<file path="src/rtl/multicycle_control_fsm_pkg.sv">
// Shared encodings for the multi-cycle control sequencer: states, opcodes,
// ALU operation classes and trap causes.
package ctrl_pkg;

  typedef enum logic [2:0] {
    S_IDLE, S_FETCH, S_DECODE, S_EXEC, S_MEM, S_WB, S_HALT, S_TRAP
  } state_t;

  localparam logic [2:0] OP_RTYPE = 3'b000;
  localparam logic [2:0] OP_ADDI  = 3'b001;
  localparam logic [2:0] OP_LW    = 3'b010;
  localparam logic [2:0] OP_SW    = 3'b011;
  localparam logic [2:0] OP_BEQ   = 3'b100;
  localparam logic [2:0] OP_HALT  = 3'b111;

  localparam logic [1:0] ALUOP_ADD   = 2'b00;
  localparam logic [1:0] ALUOP_SUB   = 2'b01;
  localparam logic [1:0] ALUOP_FUNCT = 2'b10;

  localparam logic [1:0] TRAP_NONE    = 2'b00;
  localparam logic [1:0] TRAP_ILLEGAL = 2'b01;
  localparam logic [1:0] TRAP_MEMTO   = 2'b10;

  // 101 and 110 are the only unassigned encodings.
  function automatic logic op_legal(input logic [2:0] op);
    return !(op == 3'b101 || op == 3'b110);
  endfunction

endpackage

</file>
<file path="src/rtl/multicycle_control_fsm_mem_wait_timer.sv">
// Counts MEM cycles spent without MemReady and pulses timeout on the last
// allowed cycle so the sequencer can trap instead of waiting again.
module mem_wait_timer #(
  parameter int MEM_TIMEOUT = 15
) (
  input  logic Clock,
  input  logic Resetn,
  input  logic enable,
  input  logic clear,
  input  logic MemReady,
  output logic timeout
);

  localparam logic [7:0] LAST = 8'(MEM_TIMEOUT - 1);

  logic [7:0] cnt;

  assign timeout = enable && !MemReady && (cnt == LAST);

  always_ff @(posedge Clock or negedge Resetn) begin
    if (!Resetn)                cnt <= '0;
    else if (clear || timeout)  cnt <= '0;
    else if (enable)            cnt <= cnt + 8'd1;
  end

endmodule

</file>
<file path="src/rtl/multicycle_control_fsm.sv">
// Multi-cycle control sequencer for the 16-bit RISC datapath: per-state
// control strobes, memory-ready wait with timeout, halt/trap, retire counter.
module multicycle_control_fsm
  import ctrl_pkg::*;
#(
  parameter int MEM_TIMEOUT = 15,
  parameter int CNT_W       = 16
) (
  input  logic             Clock,
  input  logic             Resetn,
  input  logic             Start,
  input  logic [2:0]       Opcode,
  input  logic             MemReady,
  output logic             PCWrite,
  output logic             IRWrite,
  output logic             RegDst,
  output logic             Branch,
  output logic             MemRead,
  output logic             MemWrite,
  output logic             RegWrite,
  output logic             MemToReg,
  output logic             ALUSrc,
  output logic [1:0]       ALUOp,
  output logic             Busy,
  output logic             Halted,
  output logic             Trap,
  output logic [1:0]       TrapCause,
  output logic [CNT_W-1:0] Retired
);

  state_t           state_q, state_d;
  logic [2:0]       op_q;
  logic [1:0]       cause_q;
  logic [CNT_W-1:0] retired_q;
  logic             retire;
  logic             mem_en, mem_to;

  assign mem_en = (state_q == S_MEM);

  mem_wait_timer #(.MEM_TIMEOUT(MEM_TIMEOUT)) u_timer (
    .Clock    (Clock),
    .Resetn   (Resetn),
    .enable   (mem_en),
    .clear    (!mem_en || MemReady),
    .MemReady (MemReady),
    .timeout  (mem_to)
  );

  always_ff @(posedge Clock or negedge Resetn) begin
    if (!Resetn) begin
      state_q   <= S_IDLE;
      op_q      <= OP_RTYPE;
      cause_q   <= TRAP_NONE;
      retired_q <= '0;
    end else begin
      state_q <= state_d;
      if (state_q == S_DECODE) op_q <= Opcode;
      if (retire) retired_q <= retired_q + 1'b1;
      if (state_q == S_DECODE && !op_legal(Opcode)) cause_q <= TRAP_ILLEGAL;
      else if (mem_to)                              cause_q <= TRAP_MEMTO;
    end
  end

  // Strobes depend on state and op_q only; PCWrite in MEM also sees MemReady.
  always_comb begin
    state_d  = state_q;
    retire   = 1'b0;
    PCWrite  = 1'b0;
    IRWrite  = 1'b0;
    RegDst   = 1'b0;
    Branch   = 1'b0;
    MemRead  = 1'b0;
    MemWrite = 1'b0;
    RegWrite = 1'b0;
    MemToReg = 1'b0;
    ALUSrc   = 1'b0;
    ALUOp    = ALUOP_ADD;
    case (state_q)
      S_IDLE:  if (Start) state_d = S_FETCH;
      S_FETCH: begin
        IRWrite = 1'b1;
        state_d = S_DECODE;
      end
      S_DECODE: begin
        if (Opcode == OP_HALT)      state_d = S_HALT;
        else if (!op_legal(Opcode)) state_d = S_TRAP;
        else                        state_d = S_EXEC;
      end
      S_EXEC: begin
        case (op_q)
          OP_RTYPE: begin
            ALUOp   = ALUOP_FUNCT;
            state_d = S_WB;
          end
          OP_ADDI: begin
            ALUSrc  = 1'b1;
            state_d = S_WB;
          end
          OP_LW, OP_SW: begin
            ALUSrc  = 1'b1;
            state_d = S_MEM;
          end
          OP_BEQ: begin
            ALUOp   = ALUOP_SUB;
            Branch  = 1'b1;
            PCWrite = 1'b1;
            retire  = 1'b1;
            state_d = S_FETCH;
          end
          default: state_d = S_TRAP;
        endcase
      end
      S_MEM: begin
        ALUSrc   = 1'b1;
        MemRead  = (op_q == OP_LW);
        MemWrite = (op_q == OP_SW);
        if (MemReady) begin
          if (op_q == OP_SW) begin
            PCWrite = 1'b1;
            retire  = 1'b1;
            state_d = S_FETCH;
          end else begin
            state_d = S_WB;
          end
        end else if (mem_to) begin
          state_d = S_TRAP;
        end
      end
      S_WB: begin
        RegWrite = 1'b1;
        PCWrite  = 1'b1;
        retire   = 1'b1;
        state_d  = S_FETCH;
        case (op_q)
          OP_RTYPE: begin
            RegDst = 1'b1;
            ALUOp  = ALUOP_FUNCT;
          end
          OP_LW: begin
            ALUSrc   = 1'b1;
            MemToReg = 1'b1;
          end
          default: ALUSrc = 1'b1;
        endcase
      end
      default: state_d = state_q;
    endcase
  end

  assign Busy      = !(state_q == S_IDLE || state_q == S_HALT || state_q == S_TRAP);
  assign Halted    = (state_q == S_HALT);
  assign Trap      = (state_q == S_TRAP);
  assign TrapCause = cause_q;
  assign Retired   = retired_q;

endmodule

</file>
<file path="config.mk">
export PLATFORM = sky130hd
export DESIGN_NAME = multicycle_control_fsm
export DESIGN_NICKNAME = d
export VERILOG_FILES = /design/src/rtl/multicycle_control_fsm_pkg.sv /design/src/rtl/multicycle_control_fsm_mem_wait_timer.sv /design/src/rtl/multicycle_control_fsm.sv
export SDC_FILE = /design/constraint.sdc
export NUM_CORES = 1
export LEC_CHECK = 0
export ABC_AREA = 1
export CAP_MARGIN = 10
export CORE_UTILIZATION = 50
export DETAILED_ROUTE_END_ITERATION = 10
export GPL_TIMING_DRIVEN = 0
export PLACE_DENSITY = 0.77
export SYNTH_ARGS = -nofsm -noshare
export SYNTH_HDL_FRONTEND = slang
export SYNTH_SLANG_ARGS = --single-unit
</file>
<file path="constraint.sdc">
create_clock -name Clock -period 1.6 [get_ports Clock]
set_input_delay 0.16 -clock Clock [delete_from_list [all_inputs] [get_ports Clock]]
set_output_delay 0.16 -clock Clock [all_outputs]
set_load 0.05 [all_outputs]
</file>
* Word-level counts from Yosys, hierarchy flattened
Cells that the tools add are included.
** Cells by class
- Add/sub/neg operators :: 2
- Eq/ne operators :: 17
- Muxes and demuxes :: 31
- Reduce and logical (&&, ||, !) cells :: 20
** Operator list (count)
- 3-bit equality test (second input constant) :: 8
- 3-bit 2-to-1 mux :: 6
- 3-bit case mux with 6 select lines :: 1
- 16-bit by 1-bit adder with 16-bit output (second input constant) :: 1
- 8-bit 2-to-1 mux :: 2
- 1-bit 2-to-1 mux :: 14
- 3-bit by 2-bit equality test with 1-bit output (second input constant) :: 4
- 3-bit case mux with 3 select lines :: 1
- 8-bit by 1-bit adder with 8-bit output (second input constant) :: 1
- 8-bit by 4-bit equality test with 1-bit output (second input constant) :: 1
- 2-bit case mux with 2 select lines :: 2
- 3-bit by 1-bit equality test with 1-bit output (second input constant) :: 2
- 3-bit logical NOT :: 2
- 2-bit 2-to-1 mux :: 3
- 1-bit case mux with 3 select lines :: 2
- 6-bit nonzero test :: 1
- 1-bit logical OR :: 5
- 2-bit nonzero test :: 2
- 2-bit OR reduction :: 2
- 1-bit logical AND :: 3
- 1-bit logical NOT :: 3
- 3-bit by 2-bit inequality test with 1-bit output (second input constant) :: 1
- 3-bit AND reduction :: 1
- 3-bit OR reduction :: 1
- 2-bit inequality test (second input constant) :: 1
** Word-level totals
- Flip-flop bits (word level) :: 32
- Output and inout bits :: 32
- Logic and storage cells :: 75

* Depth between registers and ports, before layout
- Depth in word-level cells :: 6
- Depth in mapped cells :: 10
- Mapped depth without buffers :: 10

* Modules after synthesis
A second synthesis with hierarchy kept.
** Second synthesis, totals
- Cell total of the unflattened synthesis :: 298
- Area total of the unflattened synthesis :: 1993.2 um^2
** By module, submodules not included
- multicycle_control_fsm :: times used 1, cells each 228, area each 1514.0 um^2, seq. area each 600.6 um^2
- mem_wait_timer :: times used 1, cells each 70, area each 479.2 um^2, seq. area each 200.2 um^2

* Worst setup path after synthesis
No wires, ideal clock.
- Kind :: register -> output
- Start point :: reg state_q[1]
- End point :: out MemToReg
- Arrival :: 2116 ps
- Required time :: 1440 ps
- Path slack :: -676 ps
- Stages on the path, launching flop included :: 6
- Path buffers :: 0
- Cells stage by stage :: dfrtp_1 inv_2 nand2_1 nor2_4 inv_1 nor3_1
** On the way
- Cells in the longest elaborated chain, start to end :: 2
** RTL lines
- from (decl) :: RTL line multicycle_control_fsm.sv:31 : state_t state_q, state_d;
- from (signal assigned) :: RTL line multicycle_control_fsm.sv:56 : state_q <= state_d;
- 3-bit equality test :: RTL line multicycle_control_fsm.sv:78 : case (state_q)
- 1-bit 2-to-1 mux :: RTL line multicycle_control_fsm.sv:78
- to (decl) :: RTL line multicycle_control_fsm.sv:21 : output logic MemToReg,
No other way between the ends.

* Worst setup path in the final report
- Start point :: reg state_q[2]
- End point :: out PCWrite
** On the way
- Cells in the longest elaborated chain, start to end :: 2
** RTL lines
- 3-bit equality test / 3-bit by 2-bit equality test with 1-bit output (equally long branches) :: RTL line multicycle_control_fsm.sv:78
- 1-bit case mux with 3 select lines (*) :: RTL line multicycle_control_fsm.sv:78
- to (decl) :: RTL line multicycle_control_fsm.sv:14 : output logic PCWrite,
Every way passes the cells marked *; elsewhere a longest branch is shown, timed or not.

==> key figures <==
Final layout
  • Filler cell count: 296
  • Antenna Cells: 0
  • Post-layout net count: 354
  • Finished Layout Cells: 393
  • Share of cells above drive strength 1: 0.278
  • Synth-to-layout area growth: 36.8%
  • Utilization after layout: 0.740

Setup path
  • Req. time, crit path: 1.44 ns
  • R2R Setup Slk: 0.10 ns
  • Critical path class: register to primary output
  • Reg2reg start: state_q[2]
  • R2R cell count: 7
  • CP max FO: 5
  • Slowest CP cell: dfrtp_2
  • Crit path buf inv count: 3
  • CP peak stage delay: 0.47 ns
  • CP Cell Sequence: inv_4, nand3_4, nor2_4, nor2_4, nand2_8, buf_12, buf_12
  • Startpoint type of the worst setup path: register
  • Reg2Reg Capture Point: TrapCause[1]
  • CP Launch Point: state_q[2]
  • Worst path depth: 7
  • Critical Path Sink Type: primary output
  • Top Family by Delay on Critical Path: flip-flops
  • Worst Path Arrival: 1.53 ns

Clock network
  • Root Driver: clkbuf_8
  • Clk_lat worst skew: 0.28 ns
  • CTS tree: yes
  • CTS Buf Count: 5
  • CTS clock-pin slew for the worst setup and hold paths: 0.07 ns
  • Clk buf depth: 2
  • H-tree depth: 2
  • Clock sink total: 32

Run status
  • Failing checks: negative setup slack
  • Status: finished, violations left

Floorplanning
  • Die width: 66.1 um
  • Die height: 66.1 um
  • Num ports: 39
  • # rows: 22
  • Die footprint: 4370 sq um
  • Core region area: 3800 sq um
  • Starting density of the core: 0.541

Logic synthesis
  • Post-synth top flop: dfrtp_1
  • Most common cell in the netlist: nand2_1
  • Most area-consuming cells after synthesis: dfrtp_1, nand2_1, inv_1, nor2_1, nand3_1
  • Post-synth ARST share: 1.00
  • Netlist cell types: 26
  • Syn_nets: 291
  • Sequential share of the synthesized area: 0.390
  • Share of Yosys cell area claimed by the top area cell type: 0.390
  • Commonest cells in the synthesized netlist: nand2_1, inv_1, nor2_1
  • Synthesized area per cell: 7.31 sq um
  • Mapped cell area: 2050 sq um
  • Synth warn: 0
  • Syn Inst Count: 281
  • Seq cells post-synth: 32
  • EDFF count, synth: 0
  • Post-synth top area cell: dfrtp_1

STA
  • Worst-Margin Slew: 0.716 ns
  • Fin crit share: 1.05
  • Final Hold Fails: 0
  • Max_slew headroom: 0.523
  • Max-slew violations: 0
  • Fin Clk Skew: 0.00439 ns
  • Setup violators final: 5
  • PnR worst setup slack: -0.0859 ns
  • RSZ-0062 raised after global routing: true
  • Post-route minimum period: 1.69 ns
  • Fmax: 593 MHz

Drt
  • Remaining DRCs: 0
  • Routed wire length per instance: 12.4 um
  • First-pass detailed-route iteration total: 4
  • Total Wirelength: 4880 um
  • Via Count: 1,971
  • Vias/cell: 5.02
  • DRT antenna net count: 0
  • Drt first-iter violations: 191

Place
  • # port buffers: 38
  • Placed cells: 367
  • RD Place Congestion: 0.841
  • Detail Placement HPWL: 3230 um

Global routing
  • Largest net degree at the start of global routing: 33
  • Tot GR Track Use: 0.234
  • GRT overflow: 0
  • First-pass GRT wire length: 7710 um
  • Number of global-route vias before repair: 1,744
  • Initial antenna violation count: 0

Power
  • Worst vdd ir: 0.551 mV
  • Static Leak: 1.41 nW
  • Power per Cell Area: 575 nW/um^2

Run
  • Number of max-cap violations: 0

Worst hold path
  • Hold WC Path Type: input pin to asynchronous set/reset pin
-- metal layers --
| layer | up-vias | wire, um | track usage |
|---|---|---|---|
| met1 | 913 | 2370 | 0.324 |
| met4 | 0 | 45 | 0.0665 |
| met2 | 47 | 2250 | 0.360 |
| li1 | 1006 | - | - |
| met3 | 5 | 219 | 0.0586 |
| met5 | - | 0 | 0 |
-- worst max-delay path by stage --
stage,to
finish,PCWrite
global route,PCWrite
CTS,PCWrite
detailed placement,PCWrite
global placement,PCWrite
floorplan,RegDst
-- cells by family (layout without fill, tap and decap cells) --
kind of cell / Yosys count / after routing / share of synthesized area
AO/OA/AOI/OAI: 18 / 18 / 0.0499
XOR/XNOR: 4 / 4 / 0.0171
adder cells (fa/ha/maj): 3 / 3 / 0.0183
buffers and inverters: 43 / 107 / 0.0956
flip-flops: 32 / 32 / 0.390
AND/OR/NAND/NOR: 181 / 181 / 0.429
-- where the power goes --
group	total, mW	switching [mW]	internal (mW)
Clock	0.768	0.306	0.462
Sequential	0.809	0	0.809
Combinational	0.0390	0.0242	0.0148
Total	1.62	0.330	1.29
-- stage by stage --
| stage | hold slack [ns] | worst slack, ns | cell area (sq um) | TNS (ns) | total power [mW] |
|---|---|---|---|---|---|
| finish | 0.463 | -0.0859 | 2810 | -0.276 | 1.62 |
| global route | 0.516 | -0.145 | 2810 | -0.983 | 1.67 |
| CTS | 0.484 | -0.140 | 2660 | -0.273 | 1.63 |
| detailed placement | 0.254 | -0.683 | 2510 | -4.03 | 0.862 |
| global placement | 0.473 | -0.677 | 2520 | -12.38 | 0.863 |
| floorplan | -0.136 | -0.311 | 2080 | -0.887 | 0.829 |
-- sequential cells by signal (all words and copies together), names as in the netlist --
signal and count:
Retired 16, u_timer.cnt 8, state_q 3, op_q 3, TrapCause 2
-- cell type report --
cell class	instances	area (sq um)	share of cell area
multi-input cells	206	1140	0.406
plain buffers	2	40.0	0.0142
clock inverters	2	35.0	0.0125
well taps	48	60.1	0.0214
flip-flops and latches	32	807	0.287
repair buffers	56	492	0.175
inverters	41	164	0.0583
clock buffers	6	72.6	0.0258
-- placed cells by master, fill, tap and decap left out, drive strengths merged --
| master | Yosys | routed |
|---|---|---|
| buf | 2 | 33 |
| dlygate4sd2 | 0 | 17 |
| dlymetal6s2s | 0 | 1 |
| dfrtp | 32 | 32 |
| inv | 41 | 41 |
| nor2 | 38 | 38 |
| o21ai | 11 | 11 |
| a31oi | 1 | 1 |
| a21oi | 6 | 6 |
| nand3b | 1 | 1 |
| xnor2 | 1 | 1 |
| nand3 | 27 | 27 |
| nor3b | 2 | 2 |
| dlygate4sd3 | 0 | 1 |
| nand2 | 100 | 100 |
| bufinv | 0 | 1 |
| clkdlybuf4s50 | 0 | 5 |
| nand4 | 8 | 8 |
| xor2 | 3 | 3 |
| clkbuf | 0 | 6 |
| clkdlybuf4s15 | 0 | 1 |
| clkinv | 0 | 1 |
| ha | 3 | 3 |
| nor3 | 5 | 5 |
-- timing repair --
item / 4_1_cts / 5_1_grt
gates resized for setup: 106 / 29
pin swaps: 5 / 5
hold buffers: 1 / 0
endpoints found under the hold margin: 32 / 0
setup endpoints to repair: 31 / 17
gates cloned: 0 / 0
buffers inserted: 4 / 13
-- worst reg2reg max path: cells and delay by family, from the launching register on --
family	cells	cell delay (ns)
AND/OR/NAND/NOR	4	0.51
flip-flops	1	0.47
buffers and inverters	3	0.41
(Power assumes the default switching activity.)
==> variant (same settings) <==
`CNT_W`: 16 -> 24.
--- a/src/rtl/multicycle_control_fsm.sv
+++ b/src/rtl/multicycle_control_fsm.sv
@@ -6,3 +6,3 @@
   parameter int MEM_TIMEOUT = 15,
-  parameter int CNT_W       = 16
+  parameter int CNT_W       = 24
 ) (
Interface: changed (resized Retired); port bits go from 39 to 47. No check against the original RTL was run, so the function may have changed too.
==> variant against the original RTL <==
The run ends with design-rule violations, negative setup slack left. Fmax is 0.94% lower. Sequential cell count is 8 higher. Area after synthesis is 17% higher. Wire length is 23% higher. Design area is 19% higher. Setup slack worse by 0.016 ns. Final cell count is 18% higher.
Power is not compared: it rests on default switching activity, and its combinational part moved more than twofold at a synthesized area within 25%.
==> variant: results (changes against the original RTL) <==
* Vias per Instance at 5.149 (+2.7%)
* # setup viols final at 5 (unchanged)
* Clock transition at path regs at ~0.080 ns
* Violated checks: design-rule violations, negative setup slack
* Nets at 421 (+19%)
* Reg2Reg Depth at 10 (+3)
* First-pass GRT wire length at 9639 um (+25%)
* Distinct cells, synth at 25 (-3.8%)
* Post-synth ARST share at 100.0% (unchanged)
* Synth area leaders: dfrtp_1, nand2_1, nor2_1
* WL final at 6000 um (+23%)
* VDD IR max at between 0.001 and 0.0015 V
* Worst r2r src: state_q[0]
* Clock Skew at 0.002778 ns (-0.001608 ns)
* CTS Buf Count at 5 (unchanged)
* Leakage at between 1.5 and 2 nW
* Fillers at 352 (+19%)
* Crit path arrival time at 1.54 ns
* FF-to-FF setup slack at 0.04 ns (-0.06 ns)
* Post-route DRC at 3 (+3)
* Vias in the first global route at 2215 (+27%)
* Drt pass-1 iters at 7 (+3)
* Highest metal layer with signal wires: met4
* Final worst slack at -0.1019 ns (-0.01601 ns)
* Worst Path Max Fanout at 6 (+1)
* Dpl hpwl at 4083 um (+27%)
* WL met3 at 234 um (+6.8%)
* Syn nets at 344 (+18%)
* H-Tree Depth at 2 (unchanged)
* Clock root buffer: clkbuf_8
* R2R Path End: state_q[1]
* Initial antenna violation count at 0 (unchanged)
* Layout cells sized above 1 at 23.54% (-4.3 points)
* Sequential fraction of the synthesis area at 41.60% (+2.6 points)
* Setup TNS at -0.2845 ns (-0.008489 ns)
* Total power at 4.990 mW
* GRT Total Usage at 24.02% (+0.66 points)
* M1 WL at 2712 um (+14%)
* Run status: finished with violations
* I/O Buffers at 46 (+21%)
* Synth top cells by count: nand2_1, nor2_1, dfrtp_1, inv_1, nand3_1
* Routed wl met2 at 2957 um (+32%)
* Max FFs per register at 24 (+8)
* Placer Congestion at 0.8127 (-3.3%)
* Max transition margin at 67.23% (+15 points)
* Ys Warns at 0 (unchanged)
* Antenna diode count at 0 (unchanged)
* Largest net degree at the start of global routing at 29 (-12%)
* Worst hold path class: primary input to asynchronous set/reset pin
* Initial detailed-routing violation count at 162 (-15%)
[variant: kinds of logic after synthesis]
family	after synthesis	share of synthesized area, %
AND/OR/NAND/NOR	206	38.48
buffers and inverters	50	9.516
flip-flops	40	41.60
AO/OA/AOI/OAI	27	5.928
XOR/XNOR	8	2.912
adder cells (fa/ha/maj)	3	1.560
[variant: layout make-up]
class | instances | area (sq um) | share of cell area, %
Clock inverter | 1 | 5.005 | 0.1502
Tap cell | 52 | 65.06 | 1.952
Timing Repair Buffer | 70 | 618.1 | 18.54
Buffer | 6 | 75.07 | 2.252
Inverter | 44 | 172.7 | 5.180
Multi-Input combinational cell | 244 | 1313 | 39.38
Sequential cell | 40 | 1008 | 30.26
Clock buffer | 7 | 76.32 | 2.290
[variant: worst max-delay path: stages, from the launching register on]
cell,delay (ns)
dfrtp_2,0.43
inv_2,0.09
nand3_1,0.14
nor2_2,0.17
nand2_2,0.08
nand2_4,0.09
buf_8,0.12
buf_8,0.14
[variant: routing by layer]
metal  track usage (%)  up-vias
met5                 0        -
met4             7.333        0
met3             4.782       11
met2             39.58       58
met1             32.09     1115
li1                  -     1205
[variant: power breakdown]
group,total [mW],switching (mW),internal (mW)
logic,2.95,1.88,1.07
registers,1.38,0.190,1.19
clock network,0.663,0.356,0.307
total,4.99,2.42,2.57
[variant: through the flow]
step | instance area (sq um) | hold slack [ns] | util, % | setup WS (ns) | instances
floorplan | 2486 | -0.1356 | - | -0.07450 | 334
global placement | 3012 | 0.4714 | 67.31 | -0.8146 | 432
detailed placement | 3027 | 0.06545 | 67.65 | -0.6061 | 433
CTS | 3092 | 0.2844 | 69.10 | -0.1821 | 444
global route | 3333 | 0.3083 | 74.50 | -0.2147 | 464
finish | 3333 | 0.2793 | 74.50 | -0.1019 | 464
[variant: how the worst max path moves through the flow]
stage / from / slack, ns / end
after CTS: state_q[0] / -0.18 / PCWrite
after floorplan: state_q[1] / -0.07 / MemToReg
after detailed placement: MemReady / -0.61 / PCWrite
final: op_q[2] / -0.10 / PCWrite
after global routing: op_q[2] / -0.21 / PCWrite
after global placement: Resetn / -0.81 / Retired[2]
[variant: what timing repair did]
item / 4_1_cts / 5_1_grt
pin swaps: 3 / 13
hold buffers: 1 / 0
resized for setup: 113 / 35
gates cloned: 0 / 0
setup buffers: 2 / 20
endpoints found under the setup margin: 40 / 21
endpoints found under the hold margin: 12 / 0
